### src/rtl/gray_pkg.sv
// Shared types, default widths and Gray-to-binary helper for the Gray sequence decoder.
package gray_pkg;

  localparam int GRAY_WIDTH_DEFAULT = 4;
  localparam int ERR_CNT_W_DEFAULT  = 8;
  localparam int GRAY_MAX_W         = 32;

  typedef enum logic [1:0] {
    UNLOCKED = 2'd0,
    LOCKED   = 2'd1,
    RESYNC   = 2'd2
  } state_e;

  // Bits at or above width are ignored, so callers may zero-extend narrower codes.
  function automatic logic [GRAY_MAX_W-1:0] gray2bin(input logic [GRAY_MAX_W-1:0] g,
                                                     input int width);
    logic [GRAY_MAX_W-1:0] mask;
    logic [GRAY_MAX_W-1:0] gm;
    logic [GRAY_MAX_W-1:0] b;
    if (width >= GRAY_MAX_W) begin
      mask = {GRAY_MAX_W{1'b1}};
    end else begin
      mask = (GRAY_MAX_W'(1) << width) - GRAY_MAX_W'(1);
    end
    gm = g & mask;
    b = '0;
    b[GRAY_MAX_W-1] = gm[GRAY_MAX_W-1];
    for (int i = GRAY_MAX_W-2; i >= 0; i--) begin
      b[i] = b[i+1] ^ gm[i];
    end
    return b;
  endfunction

endpackage

### src/rtl/gray_to_bin.sv
// Combinational WIDTH-bit Gray-to-binary converter.
module gray_to_bin
  import gray_pkg::*;
#(
  parameter int WIDTH = GRAY_WIDTH_DEFAULT
) (
  input  logic [WIDTH-1:0] g,
  output logic [WIDTH-1:0] b
);

  // Prefix-XOR conversion from the MSB down.
  always_comb begin
    b = WIDTH'(gray2bin(GRAY_MAX_W'(g), WIDTH));
  end

endmodule

### src/rtl/gray_sequence_decoder.sv
// Decodes a Gray-coded bus, checks for single-step moves and tracks lock/error status.
// Optional GRAY_SYNC_STAGE_EN adds a two-flop input synchronizer (latency 3 instead of 1).
module gray_sequence_decoder
  import gray_pkg::*;
#(
  parameter int WIDTH     = GRAY_WIDTH_DEFAULT,
  parameter int ERR_CNT_W = ERR_CNT_W_DEFAULT
) (
  input  logic                 clk,
  input  logic                 rst,
  input  logic [WIDTH-1:0]     g_in,
  input  logic                 g_valid,
  output logic [WIDTH-1:0]     bin_out,
  output logic                 bin_valid,
  output logic                 step_up,
  output logic                 step_down,
  output logic                 step_err,
  output logic [ERR_CNT_W-1:0] err_count,
  output logic                 locked
);

  logic [WIDTH-1:0] g_dec_s;
  logic             valid_dec_s;
  logic [WIDTH-1:0] b_s;

`ifdef GRAY_SYNC_STAGE_EN
  logic [WIDTH-1:0] g_s1_q, g_s1_d, g_s2_q, g_s2_d;
  logic             v_s1_q, v_s1_d, v_s2_q, v_s2_d;

  // Synchronizer next-state: shift the input pair through two stages.
  always_comb begin
    g_s1_d = g_in;
    v_s1_d = g_valid;
    g_s2_d = g_s1_q;
    v_s2_d = v_s1_q;
  end

  // Synchronizer flops, cleared by reset so no stale sample survives it.
  always_ff @(posedge clk) begin
    if (rst) begin
      g_s1_q <= '0;
      v_s1_q <= 1'b0;
      g_s2_q <= '0;
      v_s2_q <= 1'b0;
    end else begin
      g_s1_q <= g_s1_d;
      v_s1_q <= v_s1_d;
      g_s2_q <= g_s2_d;
      v_s2_q <= v_s2_d;
    end
  end

  assign g_dec_s     = g_s2_q;
  assign valid_dec_s = v_s2_q;
`else
  assign g_dec_s     = g_in;
  assign valid_dec_s = g_valid;
`endif

  gray_to_bin #(.WIDTH(WIDTH)) u_gray_to_bin (
    .g (g_dec_s),
    .b (b_s)
  );

  state_e               state_q, state_d;
  logic [WIDTH-1:0]     prev_q, prev_d;
  logic [WIDTH-1:0]     bin_out_q, bin_out_d;
  logic                 bin_valid_q, bin_valid_d;
  logic                 step_up_q, step_up_d;
  logic                 step_down_q, step_down_d;
  logic                 step_err_q, step_err_d;
  logic [ERR_CNT_W-1:0] err_count_q, err_count_d;
  logic                 locked_q, locked_d;

  logic is_hold_s, is_up_s, is_down_s;
  logic [ERR_CNT_W-1:0] err_inc_s;

  // Step classification; for WIDTH=1 +1 equals -1 and is reported as up.
  always_comb begin
    is_hold_s = (b_s == prev_q);
    is_up_s   = (b_s == (prev_q + WIDTH'(1)));
    is_down_s = (b_s == (prev_q - WIDTH'(1))) && !is_up_s;
    if (err_count_q == {ERR_CNT_W{1'b1}}) begin
      err_inc_s = err_count_q;
    end else begin
      err_inc_s = err_count_q + ERR_CNT_W'(1);
    end
  end

  // FSM next-state and registered-output computation.
  always_comb begin
    state_d     = state_q;
    prev_d      = prev_q;
    bin_out_d   = bin_out_q;
    bin_valid_d = 1'b0;
    step_up_d   = 1'b0;
    step_down_d = 1'b0;
    step_err_d  = 1'b0;
    err_count_d = err_count_q;
    locked_d    = locked_q;
    if (valid_dec_s) begin
      prev_d      = b_s;
      bin_out_d   = b_s;
      bin_valid_d = 1'b1;
      case (state_q)
        UNLOCKED: begin
          state_d  = LOCKED;
          locked_d = 1'b1;
        end
        LOCKED, RESYNC: begin
          if (is_hold_s || is_up_s || is_down_s) begin
            step_up_d   = is_up_s;
            step_down_d = is_down_s;
            state_d     = LOCKED;
            locked_d    = 1'b1;
          end else begin
            step_err_d  = 1'b1;
            err_count_d = err_inc_s;
            state_d     = RESYNC;
            locked_d    = 1'b0;
          end
        end
        default: begin
          state_d  = UNLOCKED;
          locked_d = 1'b0;
        end
      endcase
    end else begin
      state_d = state_q;
    end
  end

  // State and output registers with synchronous reset.
  always_ff @(posedge clk) begin
    if (rst) begin
      state_q     <= UNLOCKED;
      prev_q      <= '0;
      bin_out_q   <= '0;
      bin_valid_q <= 1'b0;
      step_up_q   <= 1'b0;
      step_down_q <= 1'b0;
      step_err_q  <= 1'b0;
      err_count_q <= '0;
      locked_q    <= 1'b0;
    end else begin
      state_q     <= state_d;
      prev_q      <= prev_d;
      bin_out_q   <= bin_out_d;
      bin_valid_q <= bin_valid_d;
      step_up_q   <= step_up_d;
      step_down_q <= step_down_d;
      step_err_q  <= step_err_d;
      err_count_q <= err_count_d;
      locked_q    <= locked_d;
    end
  end

  assign bin_out   = bin_out_q;
  assign bin_valid = bin_valid_q;
  assign step_up   = step_up_q;
  assign step_down = step_down_q;
  assign step_err  = step_err_q;
  assign err_count = err_count_q;
  assign locked    = locked_q;

endmodule

### config.mk
export PLATFORM = sky130hd
export DESIGN_NAME = gray_sequence_decoder
export DESIGN_NICKNAME = d
export VERILOG_FILES = /design/src/rtl/gray_pkg.sv /design/src/rtl/gray_to_bin.sv /design/src/rtl/gray_sequence_decoder.sv
export SDC_FILE = /design/constraint.sdc
export NUM_CORES = 1
export LEC_CHECK = 0
export BUFFER_PORTS_ARGS = -buffer_cell sky130_fd_sc_hd__buf_4
export CORE_UTILIZATION = 50
export CTS_BUF_LIST = sky130_fd_sc_hd__clkbuf_16
export CTS_CLUSTER_DIAMETER = 200
export DETAILED_ROUTE_END_ITERATION = 16
export HOLD_SLACK_MARGIN = 0.02
export PLACE_DENSITY_LB_ADDON = 0.12
export SLEW_MARGIN = 20
export SYNTH_ARGS = -nofsm -noshare
export SYNTH_HDL_FRONTEND = slang
export SYNTH_SLANG_ARGS = --single-unit
### constraint.sdc
create_clock -name clk -period 3 [get_ports clk]
set_input_delay 0.6 -clock clk [delete_from_list [all_inputs] [get_ports clk]]
set_output_delay 0.6 -clock clk [all_outputs]
set_load 0.02 [all_outputs]
==> flow_metrics.tcl, run 1 <==
set metrics [dict create \
    status "completed" \
    cts_buffers 3 \
    setup_viol 0 \
    synth_top_area_cell "dfxtp_1" \
    via_per_inst 5.35 \
    seq_area_frac_synth_pct 33.0 \
    grt_use_total_pct 19.9 \
    antenna_left 0 \
    tns_ps 0 \
    gp_congestion 0.764 \
    critPathKind "primary input to flip-flop" \
    drive_gt1_share_pct 25.4 \
    min_path_type "flip-flop to flip-flop" \
    overflow 0 \
    grt_pass1_vias 837 \
    arrival_ps 2550 \
    syn_area_um2 1090 \
    die_h_um 48.8 \
    wl_per_cell_um 12.5 \
    avgSynthCellArea_um2 8.96 \
    synth-edff-count 0 \
    drv_cap 0 \
    clock_skew_ps 1.57 \
    cts_resized 0 \
    crit_path_start_kind "primary input" \
    ir_drop_uv 563 \
    floorplan.io_pins 24 \
    power_density_nw_per_um2 515 \
    async_flop_share_pct 0 \
    cts.sink_count 18 \
    rsz0062_at_grt "false" \
    grt_start_max_net_pins 22 \
    antenna_cells 0 \
    h-tree-depth 1 \
    fin_nets 156 \
    cts_root_buf "clkbuf_16" \
    start_util_pct 54.6 \
    synth_commonest_cells "dfxtp_1 (18), nor2_1 (11), nor3_1 (8)" \
    finalMaxSlewViolations 0 \
    clockBufferDepth 2 \
    cp-end-kind "flip-flop" \
    hold_buffers 0 \
    synth-seq-cells 18 \
    dr_total_vias 904 \
    core_um2 2000 \
    drt_iter0_drc 16 \
    finalPower_mw 0.692 \
    synth.top_cells.by_area "dfxtp_1 (33%), ha_1 (5.7%), xnor2_1 (4.8%)" \
    post-route-min-period_ps 2390 \
    critPathMaxFanout 9 \
    cts_setup_buffers 0 \
    yosys_warnings 0 \
    wl_um 2120 \
    area_growth_pct 22.8 \
    route.detailed.drc 0 \
    io_buffers 23 \
    grt_pass1_wl_um 3640 \
    yosysMostFrequentCell "dfxtp_1" \
    die_x_um 48.8 \
    syn_nets 134 \
    hpwl_um 1530 \
    synth_top_area_share_pct 33.0 \
    synthesis.instances 122 \
    antenna_found_initial 0 \
    worstMarginPinSlew_ps 387 \
    firstDrtPassIters 4 \
    fmax_mhz 418 \
    synth_cell_types 34 \
    die_area_um2 2380 \
    cts_tree "built" \
    required_ps 3160 \
    hold_viol 0 \
    worstSkewPairLatency_ps 240 \
    power_leakage_nw 0.555 \
    finalCritPeriodShare_pct 79.7 \
    clk_pin_slew_ps 50 \
    timing.slew.headroom_pct 74.0 \
    row_count 16 \
    synth_flop_cell "dfxtp_1" \
]
==> metrics by stage <==
| step | instance area, um^2 | util [%] | setup slack [ps] | hold slack [ps] | instances |
|---|---|---|---|---|---|
| 2_1_floorplan | 1090 | - | 540 | 571 | 122 |
| 3_3_place_gp | 1270 | 63.3 | 447 | 498 | 166 |
| 3_5_place_dp | 1270 | 63.3 | 385 | 508 | 166 |
| 4_1_cts | 1340 | 67.1 | 635 | 517 | 169 |
| 5_1_grt | 1340 | 67.1 | 515 | 554 | 169 |
| 6_report | 1340 | 67.1 | 608 | 513 | 169 |
==> sequential cells by signal (all words and copies together), names as in the netlist <==
signal and cells:
state_q 2, err_count 8, step_down 1, step_up 1
bin_valid 1, step_err 1, bin_out 4
==> final timing paths <==
kind                              startpoint           end  slack [ps]  cells after the start
worst min-delay path            err_count[2]  err_count[2]         510                      2
worst min register to register  err_count[2]  err_count[2]         510                      2
worst max-delay path                 g_in[3]  err_count[6]         610                      7
worst max register to register    bin_out[0]  err_count[6]         730                      7
==> cells in the final DEF (no fill, tap or decap), drive strengths merged <==
master | synthesis | routed
and3b | 1 | 1
nor2b | 5 | 5
nor3b | 1 | 1
a211oi | 2 | 2
mux2i | 5 | 5
inv | 6 | 6
nand2 | 6 | 6
a21oi | 5 | 5
xnor3 | 1 | 1
ha | 5 | 5
mux2 | 2 | 2
o31ai | 3 | 3
or4 | 4 | 4
dfxtp | 18 | 18
buf | 3 | 23
xor2 | 4 | 4
a221oi | 1 | 1
or3 | 1 | 1
o21ai | 2 | 2
nor3 | 8 | 8
o211ai | 3 | 3
nor2 | 11 | 11
o32ai | 1 | 1
or2 | 2 | 2
xor3 | 1 | 1
nand2b | 3 | 3
xnor2 | 6 | 6
nand3 | 6 | 6
a2bb2oi | 1 | 1
clkbuf | 3 | 3
and3 | 1 | 1
nand4 | 1 | 1
==> critical path: stages <==
cell      delay (ps)
buf_4            130
xor3_2           510
and3b_1          200
o211ai_2         210
o211ai_2         230
or4_1            450
a221oi_2         220
==> per-layer routing <==
| metal | vias up | GRT usage (%) | part of all wire (%) |
|---|---|---|---|
| li1 | 473 | - | - |
| met1 | 407 | 25.5 | 48 |
| met2 | 22 | 32.4 | 47 |
| met3 | 2 | 5.66 | 4.2 |
| met4 | 0 | 5.88 | 0.52 |
| met5 | - | 0 | 0 |
==> final cells by class <==
class                   count  area, um^2
inverters                   6        22.5
well taps                  27        33.8
flip-flops and latches     18         360
fillers                   185         659
multi-input cells          92         678
clock buffers               3        75.1
repair buffers             23         173
==> cell families after synthesis <==
group / synth area share (%)
XOR/XNOR: 12.7
flip-flops: 33.0
adder cells (fa/ha/maj): 5.72
multiplexers: 6.64
buffers and inverters: 5.03
AND/OR/NAND/NOR: 23.9
AO/OA/AOI/OAI: 13.0
==> where the power goes <==
part | total (mW) | switching, mW | internal [mW]
clock network | 0.256 | 0.0808 | 0.175
registers | 0.266 | 0.0145 | 0.252
logic | 0.170 | 0.0934 | 0.0762
Power figures use the tool's default switching activity.
==> inputs of run 2 (changes only) <==
- clock period: 3 -> 2.24 ns (I/O delays scaled with it)
==> run 2 against run 1 <==
Compared with the run above: setup slack worse by 530 ps; non-clock buffer count increased by 7; combinational power rose by 46%; utilization rose by 2.8 points; hold slack got worse by 30 ps; wire length grew 12%; register-to-register slack lost 650 ps; first-iteration DRC count grew 75%; cell area is 4.2% higher; sequential share of layout area down 0.81 points; critical path type is now flip-flop to flip-flop; highest routed layer unchanged.
==> flow_metrics.tcl, run 2 (same netlist as run 1, synthesis figures left out) <==
set metrics [dict create \
    status "completed" \
    route.detailed.drc 0 \
    overflow 0 \
    hold_viol 0 \
    required_ps 2380 \
    core_um2 2000 \
    fin_util_pct 69.9 \
    clockBufferDepth 2 \
    min_path_type "primary input to flip-flop" \
    cts.sink_count 18 \
    cp_top_family "simple AND/OR/NAND/NOR gates" \
    cts_setup_buffers 0 \
    dr_total_vias 992 \
    io_buffers 23 \
    via_per_inst 5.64 \
    start_util_pct 54.6 \
    slowest_delay_ps 390 \
    fin_cells 176 \
    setup_viol 0 \
    area_growth_pct 27.9 \
    drive_gt1_share_pct 30.9 \
    critPathMaxFanout 7 \
    drv_cap 0 \
    dp.cells 173 \
    wl_per_cell_um 13.4 \
    grt_pass1_wl_um 4070 \
    hpwl_um 1730 \
    grt_pass1_vias 957 \
    timing.slew.headroom_pct 71.6 \
    die_x_um 48.8 \
    critPathKind "flip-flop to flip-flop" \
    fin_nets 163 \
    firstDrtPassIters 4 \
    ir_drop_uv 403 \
    finalPower_mw 0.959 \
    die_h_um 48.8 \
    final_cell_mix "buf_4 (30), dfxtp_1 (15), nor2_1 (11)" \
    hold_slack_ps 484 \
    top_usage_layer "met2" \
    h-tree-depth 1 \
    antenna_left 0 \
    cts_root_buf "clkbuf_16" \
    antenna_found_initial 0 \
    cpMaxStageDelayCell "dfxtp_2" \
    fmax_mhz 463 \
    clk_pin_slew_ps 50 \
    finalCritPeriodShare_pct 96.4 \
    cts_tree "built" \
    grtUsageMet1_pct 25.7 \
    worstSkewPairLatency_ps 250 \
    die_area_um2 2380 \
    clock_skew_ps 0.864 \
    rsz0062_at_grt "true" \
    gp_congestion 0.809 \
    worstMarginPinSlew_ps 423 \
    power_density_nw_per_um2 685 \
    largest_reg_flops 8 \
    arrival_ps 2300 \
    path_buf_inv 1 \
    power_leakage_nw 0.590 \
    antenna_cells 0 \
    drt_iter0_drc 28 \
    crit_path_start_kind "flip-flop" \
    finalMaxSlewViolations 0 \
    post-route-min-period_ps 2160 \
    layout_commonest_cell "buf_4" \
    wl_um 2370 \
    grt_start_max_net_pins 22 \
    grt_use_total_pct 21.9 \
    path_cells "inv_1, ha_1, and3b_1, o211ai_2, o21ai_1, nor3_1, mux2_2" \
    row_count 16 \
    floorplan.io_pins 24 \
    use_met2_pct 39.1 \
    cp-end-kind "flip-flop" \
    use_met3_pct 3.14 \
    cts_buffers 3 \
]
## run 2: final timing paths
check / slack (ps) / start / end / cells after the start
min reg2reg: 520 / err_count[6] / err_count[6] / 2
max: 80 / bin_out[1] / err_count[5] / 7
max reg2reg: 80 / bin_out[1] / err_count[5] / 7
min: 480 / g_valid / bin_out[0] / 2
## run 2: per-layer routing
| metal | share of wire (%) | up-vias |
|---|---|---|
| met5 | 0 | - |
| met3 | 4.5 | 11 |
| met2 | 50 | 32 |
| met1 | 43 | 465 |
| li1 | - | 484 |
| met4 | 2.7 | 0 |
## run 2: layout make-up
class / count / area [um^2]
multi-input cells: 92 / 678
flip-flops and latches: 18 / 364
well taps: 27 / 33.8
clock buffers: 3 / 75.1
repair buffers: 30 / 225
fillers: 165 / 603
inverters: 6 / 22.5
## run 2: stage by stage
| step | setup TNS [ps] | area (um^2) | setup slack (ps) |
|---|---|---|---|
| 3_3_place_gp | -131 | 1320 | -55.6 |
| 4_1_cts | 0 | 1400 | 3.45 |
| 5_1_grt | -107 | 1400 | -40.9 |
| 2_1_floorplan | -50.1 | 1090 | -50.1 |
| 3_5_place_dp | -391 | 1320 | -127 |
| 6_report | 0 | 1400 | 81.7 |
## run 2: where the power goes
group / switching (mW) / leakage [nW] / internal, mW
combinational: 0.130 / 0.405 / 0.119
sequential: 0.0200 / 0.148 / 0.338
clock: 0.116 / 0.0370 / 0.235
## run 2: repair_timing
| action | CTS | global route |
|---|---|---|
| endpoints found under the setup margin | 0 | 6 |
| hold buffers | 0 | 0 |
| resized for setup | 0 | 3 |
==> inputs of run 3 (changes only) <==
- CELL_PAD_IN_SITES_DETAIL_PLACEMENT: unset -> 2
- CELL_PAD_IN_SITES_GLOBAL_PLACEMENT: unset -> 2
- CORE_UTILIZATION: 50 -> 31
==> run 3 against run 2 <==
Compared with the run above: sequential share of layout area down 1.6 points; sequential power about the same; global-route usage down 4.3 points; via count down 1.3%; register-to-register slack better by 70 ps; die area up 59%; hold slack better by 19 ps; utilization down 25 points; first-iteration DRC count down 3.6%; critical path depth unchanged; wire length up 26%; fmax up 1.6%.
==> flow_metrics.tcl, run 3 (same netlist as run 1, synthesis figures left out) <==
set metrics [dict create \
    cts_tree "built" \
    wl_um 2980 \
    antenna_left 0 \
    core_um2 3360 \
    gp_congestion 0.679 \
    grt_pass1_vias 970 \
    min_path_type "primary input to flip-flop" \
    ff2ff_path_depth 7 \
    post-route-min-period_ps 2120 \
    hpwl_um 2190 \
    route.detailed.drc 0 \
    power_leakage_nw 0.619 \
    placed_area_um2 1360 \
    row_count 21 \
    clockBufferDepth 2 \
    ir_drop_uv 448 \
    antenna_cells 0 \
    rsz0062_at_grt "false" \
    drive_gt1_share_pct 35.9 \
    finalPower_mw 1.00 \
    timing.slew.headroom_pct 71.1 \
    drt_iter0_drc 27 \
    die_area_um2 3770 \
    worstSkewPairLatency_ps 250 \
    overflow 0 \
    arrival_ps 2280 \
    fmax_mhz 471 \
    cts_root_buf "clkbuf_16" \
    power_density_nw_per_um2 668 \
    hold_slack_ps 503 \
    drv_cap 0 \
    status "completed" \
    dr_total_vias 979 \
    cts_buffers 3 \
    area_growth_pct 37.2 \
    grt_start_max_net_pins 22 \
    wl_per_cell_um 14.9 \
    worstHoldPathCells 2 \
    largest_reg_flops 8 \
    critPathKind "primary input to flip-flop" \
    fin_util_pct 44.6 \
    io_buffers 23 \
    firstDrtPassIters 4 \
    antenna_found_initial 0 \
    fin_nets 167 \
    clk_pin_slew_ps 50 \
    die_h_um 61.4 \
    die_x_um 61.4 \
    cp-end-kind "flip-flop" \
    via_per_inst 4.92 \
    finalCritPeriodShare_pct 94.9 \
    post-route-cell-area_um2 1500 \
    grt_pass1_wl_um 4860 \
    final_cell_mix "buf_4 (33), dfxtp_1 (15), nor2_1 (11)" \
    critPathMaxFanout 7 \
    finalMaxSlewViolations 0 \
    worstMarginPinSlew_ps 431 \
    setup_viol 0 \
    h-tree-depth 1 \
    layout_commonest_cell "buf_4" \
    start_util_pct 32.5 \
    required_ps 2400 \
    cts.sink_count 18 \
    crit_path_start_kind "primary input" \
    grt_use_total_pct 17.6 \
    hold_viol 0 \
    floorplan.io_pins 24 \
    clock_skew_ps 2.51 \
]
## run 3: changes by cell type in the layout (fill, tap and decap cells not counted), sizes merged
cell / delta
buf: +4
## run 3: cell type report
| class | count | area (um^2) |
|---|---|---|
| fill | 387 | 1860 |
| multi-input combinational | 92 | 719 |
| sequential | 18 | 367 |
| timing repair buffer | 34 | 259 |
| clock buffer | 3 | 75.1 |
| tap | 46 | 57.6 |
| inverter | 6 | 22.5 |
## run 3: final timing paths
kind              start      endpoint  slack [ps]
max             g_in[1]  err_count[6]         120
min             g_valid    bin_out[2]         500
max reg2reg  bin_out[1]  err_count[6]         150
min reg2reg  bin_out[0]    bin_out[0]         520
## run 3: stage by stage
step,setup TNS [ps],instances,setup slack [ps]
after floorplan,-50.1,122,-50.1
after global placement,-236,194,-80.1
after detailed placement,-500,194,-127
after CTS,0,197,22.9
after global routing,0,199,13.9
final,0,199,115
## run 3: timing repair
action	4_1_cts	5_1_grt
resized for setup	2	9
setup endpoints to repair	1	7
cloned	0	0
buffers inserted	0	2
hold buffers	0	0
pin swaps	0	2
## run 3: worst max-delay path, cell delays in order
cell and delay, ps:
buf_6 80, xor3_2 480, and3b_1 200, o211ai_2 270, o211ai_4 150, or4_4 430
a221oi_2 220
## run 3: report_power, final
group          leakage [nW]  switching [mW]  total (mW)  internal (mW)
sequential            0.148          0.0200       0.358          0.338
clock                0.0370           0.112       0.346          0.235
combinational         0.434           0.150       0.297          0.147
total                 0.619           0.282        1.00          0.720
## run 3: layer usage
| metal | track usage [%] | vias up | wire length (um) | share of wire, % |
|---|---|---|---|---|
| met4 | 2.86 | 0 | 12 | 0.40 |
| li1 | - | 492 | - | - |
| met2 | 28.6 | 15 | 1420 | 48 |
| met1 | 24.5 | 470 | 1460 | 49 |
| met3 | 3.78 | 2 | 81 | 2.7 |
| met5 | 0 | - | 0 | 0 |
